<file path="src/rtl/jam_cost_loader_pkg.sv">
// Shared constants, loader state encoding and index helper for the JAM cost loader.
// Optional feature macro used by the top level: JAM_COST_SUM_EN.
package jam_cost_loader_pkg;

    localparam int JAM_N      = 8;
    localparam int JAM_COST_W = 7;
    localparam int JAM_IDX_W  = 6;

    typedef enum logic [1:0] {
        LOAD = 2'd0,
        ARM  = 2'd1,
        RUN  = 2'd2
    } load_state_t;

    // Row-major flat index of table[w][j]
    function automatic logic [JAM_IDX_W-1:0] cost_idx(input logic [2:0] w, input logic [2:0] j);
        return {w, j};
    endfunction

endpackage

</file>
<file path="src/rtl/jam_cost_mem.sv">
// N*N x COST_W register file: one synchronous write port, one combinational read port.
module jam_cost_mem
    import jam_cost_loader_pkg::*;
#(
    parameter int N      = JAM_N,
    parameter int COST_W = JAM_COST_W,
    parameter int IDX_W  = JAM_IDX_W
) (
    input  logic              CLK,
    input  logic              RST_N,
    input  logic              we,
    input  logic [IDX_W-1:0]  waddr,
    input  logic [COST_W-1:0] wdata,
    input  logic [IDX_W-1:0]  raddr,
    output logic [COST_W-1:0] rdata
);

    logic [COST_W-1:0] entries [N*N];

    always_ff @(posedge CLK or negedge RST_N) begin
        if (!RST_N) begin
            for (int i = 0; i < N*N; i++) begin
                entries[i] <= '0;
            end
        end else if (we) begin
            entries[waddr] <= wdata;
        end
    end

    // Read sees the pre-write value during a same-cycle write
    assign rdata = entries[raddr];

endmodule

</file>
<file path="src/rtl/jam_cost_loader.sv">
// Streams the 8x8 JAM cost matrix into a register file and holds the engine in reset until loaded.
// Optional running-sum output cost_sum enabled by defining JAM_COST_SUM_EN.
module jam_cost_loader
    import jam_cost_loader_pkg::*;
#(
    parameter int N      = JAM_N,
    parameter int COST_W = JAM_COST_W,
    parameter int IDX_W  = JAM_IDX_W
) (
    input  logic              CLK,
    input  logic              RST_N,
    input  logic              in_valid,
    output logic              in_ready,
    input  logic [COST_W-1:0] in_cost,
    input  logic              reload,
    input  logic [2:0]        W,
    input  logic [2:0]        J,
    output logic [COST_W-1:0] Cost,
`ifdef JAM_COST_SUM_EN
    output logic [12:0]       cost_sum,
`endif
    output logic              table_ready,
    output logic              JAM_RST
);

    localparam logic [IDX_W-1:0] LAST_IDX = IDX_W'(N*N - 1);

    load_state_t      state;
    load_state_t      state_nxt;
    logic [IDX_W-1:0] wr_idx;
    logic             hs;
    logic             we;

    assign in_ready = (state == LOAD);
    assign hs       = in_valid && in_ready;
    // reload wins over a same-cycle handshake: the entry is dropped
    assign we       = hs && !reload;

    always_comb begin
        state_nxt = state;
        case (state)
            LOAD:    if (hs && wr_idx == LAST_IDX) state_nxt = ARM;
            ARM:     state_nxt = RUN;
            RUN:     state_nxt = RUN;
            default: state_nxt = LOAD;
        endcase
        if (reload) begin
            state_nxt = LOAD;
        end
    end

    always_ff @(posedge CLK or negedge RST_N) begin
        if (!RST_N) begin
            state       <= LOAD;
            wr_idx      <= '0;
            table_ready <= 1'b0;
            JAM_RST     <= 1'b1;
        end else begin
            state       <= state_nxt;
            table_ready <= (state_nxt == RUN);
            JAM_RST     <= (state_nxt != RUN);
            if (reload) begin
                wr_idx <= '0;
            end else if (hs) begin
                wr_idx <= wr_idx + IDX_W'(1);
            end
        end
    end

`ifdef JAM_COST_SUM_EN
    always_ff @(posedge CLK or negedge RST_N) begin
        if (!RST_N) begin
            cost_sum <= '0;
        end else if (reload) begin
            cost_sum <= '0;
        end else if (hs) begin
            cost_sum <= cost_sum + 13'(in_cost);
        end
    end
`endif

    jam_cost_mem #(
        .N      (N),
        .COST_W (COST_W),
        .IDX_W  (IDX_W)
    ) u_mem (
        .CLK   (CLK),
        .RST_N (RST_N),
        .we    (we),
        .waddr (wr_idx),
        .wdata (in_cost),
        .raddr (cost_idx(W, J)),
        .rdata (Cost)
    );

endmodule
</file>
<file path="config.mk">
export PLATFORM = sky130hd
export DESIGN_NAME = jam_cost_loader
export DESIGN_NICKNAME = d
export VERILOG_FILES = /design/src/rtl/jam_cost_loader_pkg.sv /design/src/rtl/jam_cost_mem.sv /design/src/rtl/jam_cost_loader.sv
export SDC_FILE = /design/constraint.sdc
export NUM_CORES = 1
export LEC_CHECK = 0
export ABC_AREA = 1
export BUFFER_PORTS_ARGS = -buffer_cell sky130_fd_sc_hd__buf_2
export CORE_ASPECT_RATIO = 1.75
export CORE_MARGIN = 10
export CORE_UTILIZATION = 24
export CTS_CLUSTER_DIAMETER = 50
export DETAILED_ROUTE_END_ITERATION = 7
export GPL_TIMING_DRIVEN = 0
export HOLD_SLACK_MARGIN = 0.08
export SYNTH_ARGS = -nofsm -noshare
export SYNTH_HDL_FRONTEND = slang
export SYNTH_HIERARCHICAL = 1
export SYNTH_SLANG_ARGS = --single-unit
</file>
<file path="constraint.sdc">
create_clock -name CLK -period 2.75 [get_ports CLK]
set_input_delay 0 -clock CLK [delete_from_list [all_inputs] [get_ports CLK]]
set_output_delay 0 -clock CLK [all_outputs]
set_load 0.02 [all_outputs]
</file>
* Word-level counts from Yosys, hierarchy flattened
Index checks and enable logic that the tools add are counted.
** Cells by class
- $add $sub $neg :: 1
- Order comparisons :: 3
- Equal/unequal tests :: 5
- Muxes and demuxes :: 11
- Bitwise operators :: 2
- Reductions and logical operators :: 8
** Operators by type and width (number)
- $bwmux 448 :: 1
- $bmux 7 s6 :: 1
- $demux 7 s6 :: 1
- $mux 7 :: 3
- $ge 7x7->1 const B :: 2
- $not 6->7 :: 2
- $mux 6 :: 2
- $lt 7x1->1 const B :: 1
- $add 6x1->6 const B :: 1
- $eq 6x6->1 const B :: 1
- $eq 2x2->1 const B :: 2
- $logic_and 1x1->1 :: 4
- $mux 2 :: 2
- $pmux 2 s2 :: 1
- $eq 2x1->1 const B :: 1
- $logic_not 2->1 :: 1
- $ne 2x2->1 const B :: 1
- $reduce_bool 2->1 :: 1
- $reduce_or 2->1 :: 1
- $logic_not 1->1 :: 1
** Storage, ports and cells
- Flip-flop bits (word level) :: 458
- Input port bits :: 17
- Output and inout port bits :: 10
- Logic and storage cells :: 98

* Logic depth before layout (Yosys ltp)
Gate-level depths: netlist of the first run.
- Depth after elaboration :: 7
- Gate-level depth with buffers :: 12
- Depth with buffers taken out :: 9

* By module
Netlist of the first run, hierarchy kept.
** Modules (own cells, without submodules)
- jam_cost_mem :: instances 1, cells an instance 2603, area an instance 20558.5 um^2, seq. area each 11210.8 um^2
- jam_cost_loader :: instances 1, cells an instance 62, area an instance 505.5 um^2, seq. area each 251.5 um^2

* Worst setup path before layout of the first run
Ideal clock, no wire load.
- Path kind :: register to register
- Start point :: reg state[0]
- End point :: reg u_mem/entries[416] (netlist bit)
- Library setup time :: 0.136 ns
- Arrival :: 2.146 ns
- Required time :: 2.614 ns
- Setup slack :: 0.468 ns
- Cell stages (with the launch flop) :: 11
- Path buffers :: 1
- Clock period less this slack :: 2.282 ns
- Cell sequence :: dfrtp_1 > inv_1 > ha_1 > nand2_2 > nor2_4 > inv_1 > nor3_2 > nand2_1 > clkbuf_1 > nand2_1 > o21ai_0
** On the way
- Word-level cells in the longest chain between the ends :: 3
** RTL lines
- from (decl) :: RTL line jam_cost_loader.sv:28 : load_state_t state;
- from (signal assigned) :: RTL line jam_cost_loader.sv:59 : state <= state_nxt;
- $logic_not 2->1 :: RTL line jam_cost_loader.sv:34 : assign in_ready = (state == LOAD);
- via in_ready :: RTL line jam_cost_loader.sv:13 : output logic in_ready,
- $logic_and 1x1->1 :: RTL line jam_cost_loader.sv:35 : assign hs = in_valid && in_ready;
- $logic_and 1x1->1 :: RTL line jam_cost_loader.sv:37 : assign we = hs && !reload;
- via we :: RTL line jam_cost_loader.sv:32 : logic we;
- to (signal, indexed assignment) :: RTL line jam_cost_mem.sv:26 : entries[waddr] <= wdata;
- to (decl) :: RTL line jam_cost_mem.sv:18 : logic [COST_W-1:0] entries [N*N];
The timed path passes the listed nets, and every way through them passes these cells.
A chain may end at the register's enable or synchronous reset.

* Final worst setup path of the first run
- Start point :: in J[2]
- End point :: out Cost[4]
** On the way
- Word-level cells in the longest chain between the ends :: 4
** RTL lines
- from (decl) :: RTL line jam_cost_loader.sv:17 : input logic [2:0] J,
- $not 6->7 (implied by the code) :: RTL line jam_cost_mem.sv:31 : assign rdata = entries[raddr];
- $bmux 7 s6 :: RTL line jam_cost_mem.sv:31
- $mux 7 (implied by the code) (2 in series) :: RTL line jam_cost_mem.sv:31
- to (decl) :: RTL line jam_cost_loader.sv:18 : output logic [COST_W-1:0] Cost,
No other way between the ends. The select of a mux whose other input is x is not followed.

==> impl_results.md, run 1 <==
* Die Ht at 412 um
* Crit path DAT at around 2800 ps
* Sequential share of the synthesized area at 0.544
* Clock latency on the worst-skew pair at between 500 and 600 ps
* Pre-antenna DRT Iters at 8
* Post-route cell area at approximately 25,000 um2
* Combinational power share at 0.119
* DP Area at 22,700 um2
* Switching share of power at 0.283
* Worst Hold Class: input pin to register
* Worst-Margin Slew at 1090 ps
* RSZ-0062 raised after global routing: yes
* Highest Clock Rate at 0.355 GHz
* Seq cells post-synth at around 460
* Leading cell type in the layout, fill and taps excluded: nand2_1
* Final ANT Viol Nets at 0
* Area Overhead vs Synth at 16.6%
* Largest net degree at the start of global routing at between 100 and 150
* Worst VDD drop at 0.420 mV
* Placed Cells incl. Taps at 3,851
* Synth warn at 6
* Die area at 100,000 um2
* Share of the synthesized area in the top cell type at 0.543
* Total routed wirelength at 92,000 um
* Static Leak at 10.7 nW
* Avg WL per Cell at 23.3 um
* Required time worst endpoint at 2750 ps
* # port buffers at 23
* Net count, final at approximately 2.8k
* Clock-pin slew on the worst setup and hold paths at 70 ps
* Routed via count at 19.6k
* Rel. slew slack at 0.273
* Initial core utilization at 0.242
* Power density cells at 624 nW/um2
* Total congestion overflow at 0
* Io pins at 27
* Final Hold Slack at 92.8 ps
* Failing checks: negative setup slack
* # diodes at 0
* Final min period at approximately 2800 ps
* Root Driver: clkbuf_16
* Layout cells sized above 1 at 0.0804
* CP endpoint kind: output pin
* Core area at approximately 87,000 um2
* Gr usage total at 0.179
* Post-DP HPWL at roughly 67,000 um
* Pint at roughly 11 mW
* Critical path type: input pin to output pin
* Post-Syn Area at 21,100 um2
* Global-route wire length before repair at 132,000 um
* Power share of the clock group at 0.410
* Gpl congestion at 1.08
* Cells after Synth at 2,665
* CTS buffer count at 42
* Fin cells at 3,946
* Final setup fails at 3
* Max-slew violation count at 0
* CTS tree: yes
* Top cells by area, synth: dfrtp_1, nand2_1, nand3_1, o21ai_0, clkbuf_1
* Hold path depth at 3
* Final Hold Vio Count at 0
* Tcrit/Tclk final at 1.03
* Syn nets at 2,684
* CP startpoint kind: input pin
* Synth cell types at 25
* Vias in the first global route at 19.1k
* Final setup margin at -70.7 ps
* Status: complete, but fails checks
* Switching pwr at 4.33 mW
* Via density at 4.96
* Residual DRC at 0
* Syn avg cell area at 7.90 um2
* Clock skew at 14.3 ps
* Yosys top cell by area: dfrtp_1
* Initial antenna violation count at 3
* Commonest cells after routing, fill and taps aside: nand2_1, dfrtp_1, nand3_1, o21ai_0, clkbuf_1
* Clock tree sinks at 458
* Initial drt markers at 2,189
* # Max-Cap Violations at 0
* Std cell rows at 143
* Die width at ~240 um
* CTS H-tree depth at 2
* Maximum fanout along the worst path at 10
* Sequential Power Share at 0.471
* Clock tree buffer depth at 3
* Worst r2r path cells at 5
[cell usage after synthesis]
| master | number |
|---|---|
| nand2_1 | 1032 |
| dfrtp_1 | 457 |
| nand3_1 | 383 |
| o21ai_0 | 374 |
| clkbuf_1 | 167 |
| nor2_1 | 64 |
| a21oi_1 | 58 |
| inv_1 | 25 |
| o21ai_1 | 22 |
| buf_2 | 18 |
| buf_1 | 14 |
| nor3_1 | 10 |
| clkinv_1 | 7 |
| nor3_2 | 7 |
| inv_2 | 6 |
| nor4_4 | 6 |
| nor4_2 | 4 |
| buf_4 | 2 |
| ha_1 | 2 |
| nor2_2 | 2 |
| dfstp_2 | 1 |
| nand2_2 | 1 |
| nand3_2 | 1 |
| nor2_4 | 1 |
| xnor2_1 | 1 |
[cell type report]
| class | instances | area (um2) |
|---|---|---|
| buffer | 201 | 878 |
| clock buffer | 57 | 1200 |
| clock inverter | 15 | 213 |
| fill | 9621 | 62400 |
| inverter | 38 | 146 |
| multi-input combinational | 1968 | 8720 |
| sequential | 458 | 11500 |
| tap | 1160 | 1450 |
| timing repair buffer | 49 | 498 |
[power by group through the flow]
stage	clock network [mW]	logic, mW	registers (mW)
after detailed placement	0	1.73	7.34
after global routing	6.60	1.95	7.25
after CTS	6.38	1.76	7.21
after floorplan	0	0.906	7.29
after global placement	0	1.70	7.33
final	6.28	1.82	7.22
[flip-flops by register name, indices dropped and copies added (netlist names)]
signal	count
wr_idx	6
state	2
table_ready	1
JAM_RST	1
u_mem/entries	448
[through the flow]
stage	utilization	TNS (ps)	power [mW]	setup WS [ps]
floorplan	-	0	8.19	468
global placement	0.260	-3702460	9.03	-7950
detailed placement	0.261	-105650	9.07	-668
CTS	0.281	-349	15.4	-52.0
global route	0.283	-404	15.8	-80.2
finish	0.283	-89.8	15.3	-70.7
[kinds of logic (layout without fill, tap and decap cells)]
family                   Yosys count  after routing  synth area share
AND/OR/NAND/NOR                 1511           1511             0.302
flip-flops                       458            458             0.544
AO/OA/AOI/OAI                    454            454             0.108
buffers and inverters            239            360            0.0440
adder cells (fa/ha/maj)            2              2           0.00119
XOR/XNOR                           1              1          0.000416
[what timing repair did]
action | in CTS | in global routing
gates cloned | 0 | 0
pin swaps | 7 | 3
hold buffers | 7 | 0
buffers inserted | 14 | 2
gates resized for setup | 40 | 81
endpoints found under the hold margin | 130 | 0
endpoints found under the setup margin | 357 | 327
[critical path, cell delays in order]
cell      delay, ps
buf_2           120
clkbuf_1        620
buf_1           720
nand3_1         350
nand2_1         170
nand2_1          70
nand3_1         310
nand3_1         110
nand2_1         140
buf_2           190
[routing by layer]
metal,global-route usage,share of wire
met5,0,0.00040
met4,0.161,0.10
met3,0.0229,0.054
met2,0.323,0.51
met1,0.179,0.34
[path summary, 6_finish.rpt]
path / from / slack, ps / to
max: J[2] / -70 / Cost[4]
max in group asynchronous: RST_N / 900 / u_mem/entries[444]
min reg2reg: u_mem/entries[168] / 480 / u_mem/entries[168]
min in group asynchronous: RST_N / 100 / u_mem/entries[185]
max reg2reg: wr_idx[1] / 50 / u_mem/entries[49]
min: in_cost[2] / 90 / u_mem/entries[2]
No activity file was read; power rests on OpenSTA's default activity.
==> run 2: changes to the inputs <==
--- a/config.mk
+++ b/config.mk
@@ -14,6 +14,7 @@
 export DETAILED_ROUTE_END_ITERATION = 7
 export GPL_TIMING_DRIVEN = 0
 export HOLD_SLACK_MARGIN = 0.08
+export SKIP_LAST_GASP = 1
 export SYNTH_ARGS = -nofsm -noshare
 export SYNTH_HDL_FRONTEND = slang
 export SYNTH_HIERARCHICAL = 1
==> run 2 against run 1 <==
The run still ends with negative setup slack left. Worst hold slack better by 18 ps. Final cell count unchanged. First-iteration DRC count up 0.41%. Design area about the same. Sequential power about the same. Die area unchanged. Critical path depth unchanged. Setup slack better by 43 ps. Combinational power about the same. Largest cell class unchanged. Largest power group unchanged.
==> impl_results.md, run 2 (synthesis results as in run 1) <==
* Power density cells at 623 nW/um2 (was 624 nW/um2)
* Worst Hold Class: input pin to asynchronous set/reset pin (was input pin to register)
* Rel. slew slack at 0.263 (was 0.273)
* Initial drt markers at 2,198 (was 2,189)
* CP max-delay cell: clkdlybuf4s15_1 (was buf_1)
* Max reg flops at 448 (unchanged)
* Bufs and invs on worst path at 4 (unchanged)
* Initial antenna violation count at 3 (unchanged)
* Crit path DAT at 2780 ps (was 2820 ps)
* Total congestion overflow at 0 (unchanged)
* Final Hold Vio Count at 0 (unchanged)
* Clock tree sinks at 458 (unchanged)
* Highest Clock Rate at 0.360 GHz (was 0.355 GHz)
* CP top delay family: buffers and inverters (unchanged)
* Worst VDD drop at 0.420 mV (about the same)
* Net count, final at 2,777 (unchanged)
* CP startpoint kind: input pin (unchanged)
* Reg with most FFs: u_mem/entries (unchanged)
* Maximum fanout along the worst path at 10 (unchanged)
* Clock tree buffer depth at 3 (unchanged)
* Routed via count at 19.6k (about the same)
* # Max-Cap Violations at 0 (unchanged)
* Die Ht at 412 um (unchanged)
* DP Area at 22,700 um2 (unchanged)
* Largest net degree at the start of global routing at 118 (unchanged)
* Residual DRC at 0 (unchanged)
* Clock latency on the worst-skew pair at 580 ps (about the same)
* Gr usage total at 0.179 (unchanged)
* CTS buffer count at 42 (unchanged)
* RSZ-0062 raised after global routing: yes (unchanged)
* CTS H-tree depth at 2 (unchanged)
* Critical path type: input pin to output pin (unchanged)
* Post-route cell area at 24,600 um2 (about the same)
* Cells along the critical path: buf_2 > clkbuf_1 > clkdlybuf4s15_1 > nand3_1 > nand2_1 > nand2_1 > nand3_1 > nand3_1 > nand2_1 > buf_2 (was buf_2 > clkbuf_1 > buf_1 > nand3_1 > nand2_1 > nand2_1 > nand3_1 > nand3_1 > nand2_1 > buf_2)
* Worst-Margin Slew at 1110 ps (was 1090 ps)
* Final setup fails at 2 (was 3)
* Pre-antenna DRT Iters at 6 (was 8)
* CTS tree: yes (unchanged)
* Global-route wire length before repair at 132,000 um (unchanged)
* Vias in the first global route at 19.1k (unchanged)
* # diodes at 0 (unchanged)
* Max-slew violation count at 0 (unchanged)
* Final setup margin at -27.5 ps (was -70.7 ps)
* Avg WL per Cell at 23.4 um (was 23.3 um)
* Clock skew at 14.7 ps (was 14.3 ps)
* Worst path max stage delay at 890 ps (was 720 ps)
* Core area at 87,000 um2 (unchanged)
* Die width at 244 um (unchanged)
* Fillers at 9,621 (unchanged)
* Root Driver: clkbuf_16 (unchanged)
* Std cell rows at 143 (unchanged)
* CP endpoint kind: output pin (unchanged)
* Gpl congestion at 1.08 (unchanged)
* Commonest cells after routing, fill and taps aside: nand2_1, dfrtp_1, nand3_1, o21ai_0, clkbuf_1 (unchanged)
* Total routed wirelength at 92,200 um (was 92,000 um)
* Status: complete, but fails checks (unchanged)
* Via density at 4.98 (was 4.96)
* Layout cells sized above 1 at 0.0811 (was 0.0804)
* Final setup TNS at -43.0 ps (was -89.8 ps)
* Clock-pin slew on the worst setup and hold paths at 60 ps (was 70 ps)
* Io pins at 27 (unchanged)
* Required time worst endpoint at 2750 ps (about the same)
* Area Overhead vs Synth at 16.8% (was 16.6%)
* Failing checks: negative setup slack (unchanged)
* Post-DP HPWL at 66,700 um (unchanged)
* Biggest regs: u_mem/entries x448, wr_idx x6, state x2 (unchanged)
* Static Leak at 10.8 nW (was 10.7 nW)
* Initial core utilization at 0.242 (unchanged)
* Final min period at 2780 ps (was 2820 ps)
* Final ANT Viol Nets at 0 (unchanged)
* Leading cell type in the layout, fill and taps excluded: nand2_1 (unchanged)
* Tcrit/Tclk final at 1.01 (was 1.03)
* # port buffers at 23 (unchanged)
* Die area at 100,000 um2 (unchanged)
run 2: cell count changes in the layout (fill, tap and decap cells not counted), moves of 2 or more:
cell / previous run / this run
clkbuf_2: 52 / 50
nand2_2: 2 / 4
nand2_1: 1031 / 1029
clkbuf_1: 115 / 113
buf_4: 12 / 16
buf_6: 0 / 2
run 2: final timing paths:
kind | startpoint | end | slack (ps) | cells after the start
worst max-delay path | J[2] | Cost[4] | -30 | 10
worst min-delay path | RST_N | u_mem/entries[185] | 110 | 2
worst max register to register | wr_idx[2] | u_mem/entries[49] | 10 | 5
worst min register to register | u_mem/entries[168] | u_mem/entries[168] | 480 | 2
max in group asynchronous | RST_N | u_mem/entries[444] | 910 | 4
min in group CLK | in_cost[2] | u_mem/entries[2] | 110 | 3
run 2: worst register-to-register path, cell delays in order, from the launching register on:
cell,delay (ps)
dfrtp_1,610
nor3_1,560
nand2_1,390
nor4_2,570
buf_2,340
a21oi_1,100
run 2: per-stage QoR:
step | util | hold slack [ps] | instances | power, mW | setup WS, ps
floorplan | - | -296 | 2665 | 8.19 | 468
global placement | 0.260 | 338 | 3848 | 9.03 | -7950
detailed placement | 0.261 | 169 | 3851 | 9.07 | -668
CTS | 0.281 | 91.6 | 3944 | 15.4 | -52.5
global route | 0.283 | 106 | 3946 | 15.8 | -136
finish | 0.283 | 110 | 3946 | 15.3 | -27.5
run 2: power by group:
| group | switching (mW) | internal, mW |
|---|---|---|
| combinational | 1.39 | 0.434 |
| clock | 2.74 | 3.53 |
| sequential | 0.191 | 7.03 |
run 2: per-layer routing:
layer | global-route usage | vias up | part of all wire
li1 | - | 8931 | -
met1 | 0.179 | 9507 | 0.34
met2 | 0.323 | 863 | 0.51
met3 | 0.0229 | 328 | 0.054
met4 | 0.161 | 6 | 0.10
met5 | 0 | - | 0.00040
run 2: layout make-up:
class / count / area (um2) / area share
sequential: 458 / 11500 / 0.466
multi-input combinational: 1968 / 8720 / 0.355
tap: 1160 / 1450 / 0.0590
clock buffer: 57 / 1200 / 0.0487
buffer: 201 / 901 / 0.0366
timing repair buffer: 49 / 498 / 0.0202
clock inverter: 15 / 213 / 0.00865
inverter: 38 / 146 / 0.00595
run 2: what timing repair did:
action / 4_1_cts / 5_1_grt
hold buffers: 7 / 0
gates resized for setup: 38 / 105
setup buffers: 14 / 2
pin swaps: 7 / 1
setup endpoints to repair: 357 / 332
hold endpoints to repair: 130 / 0
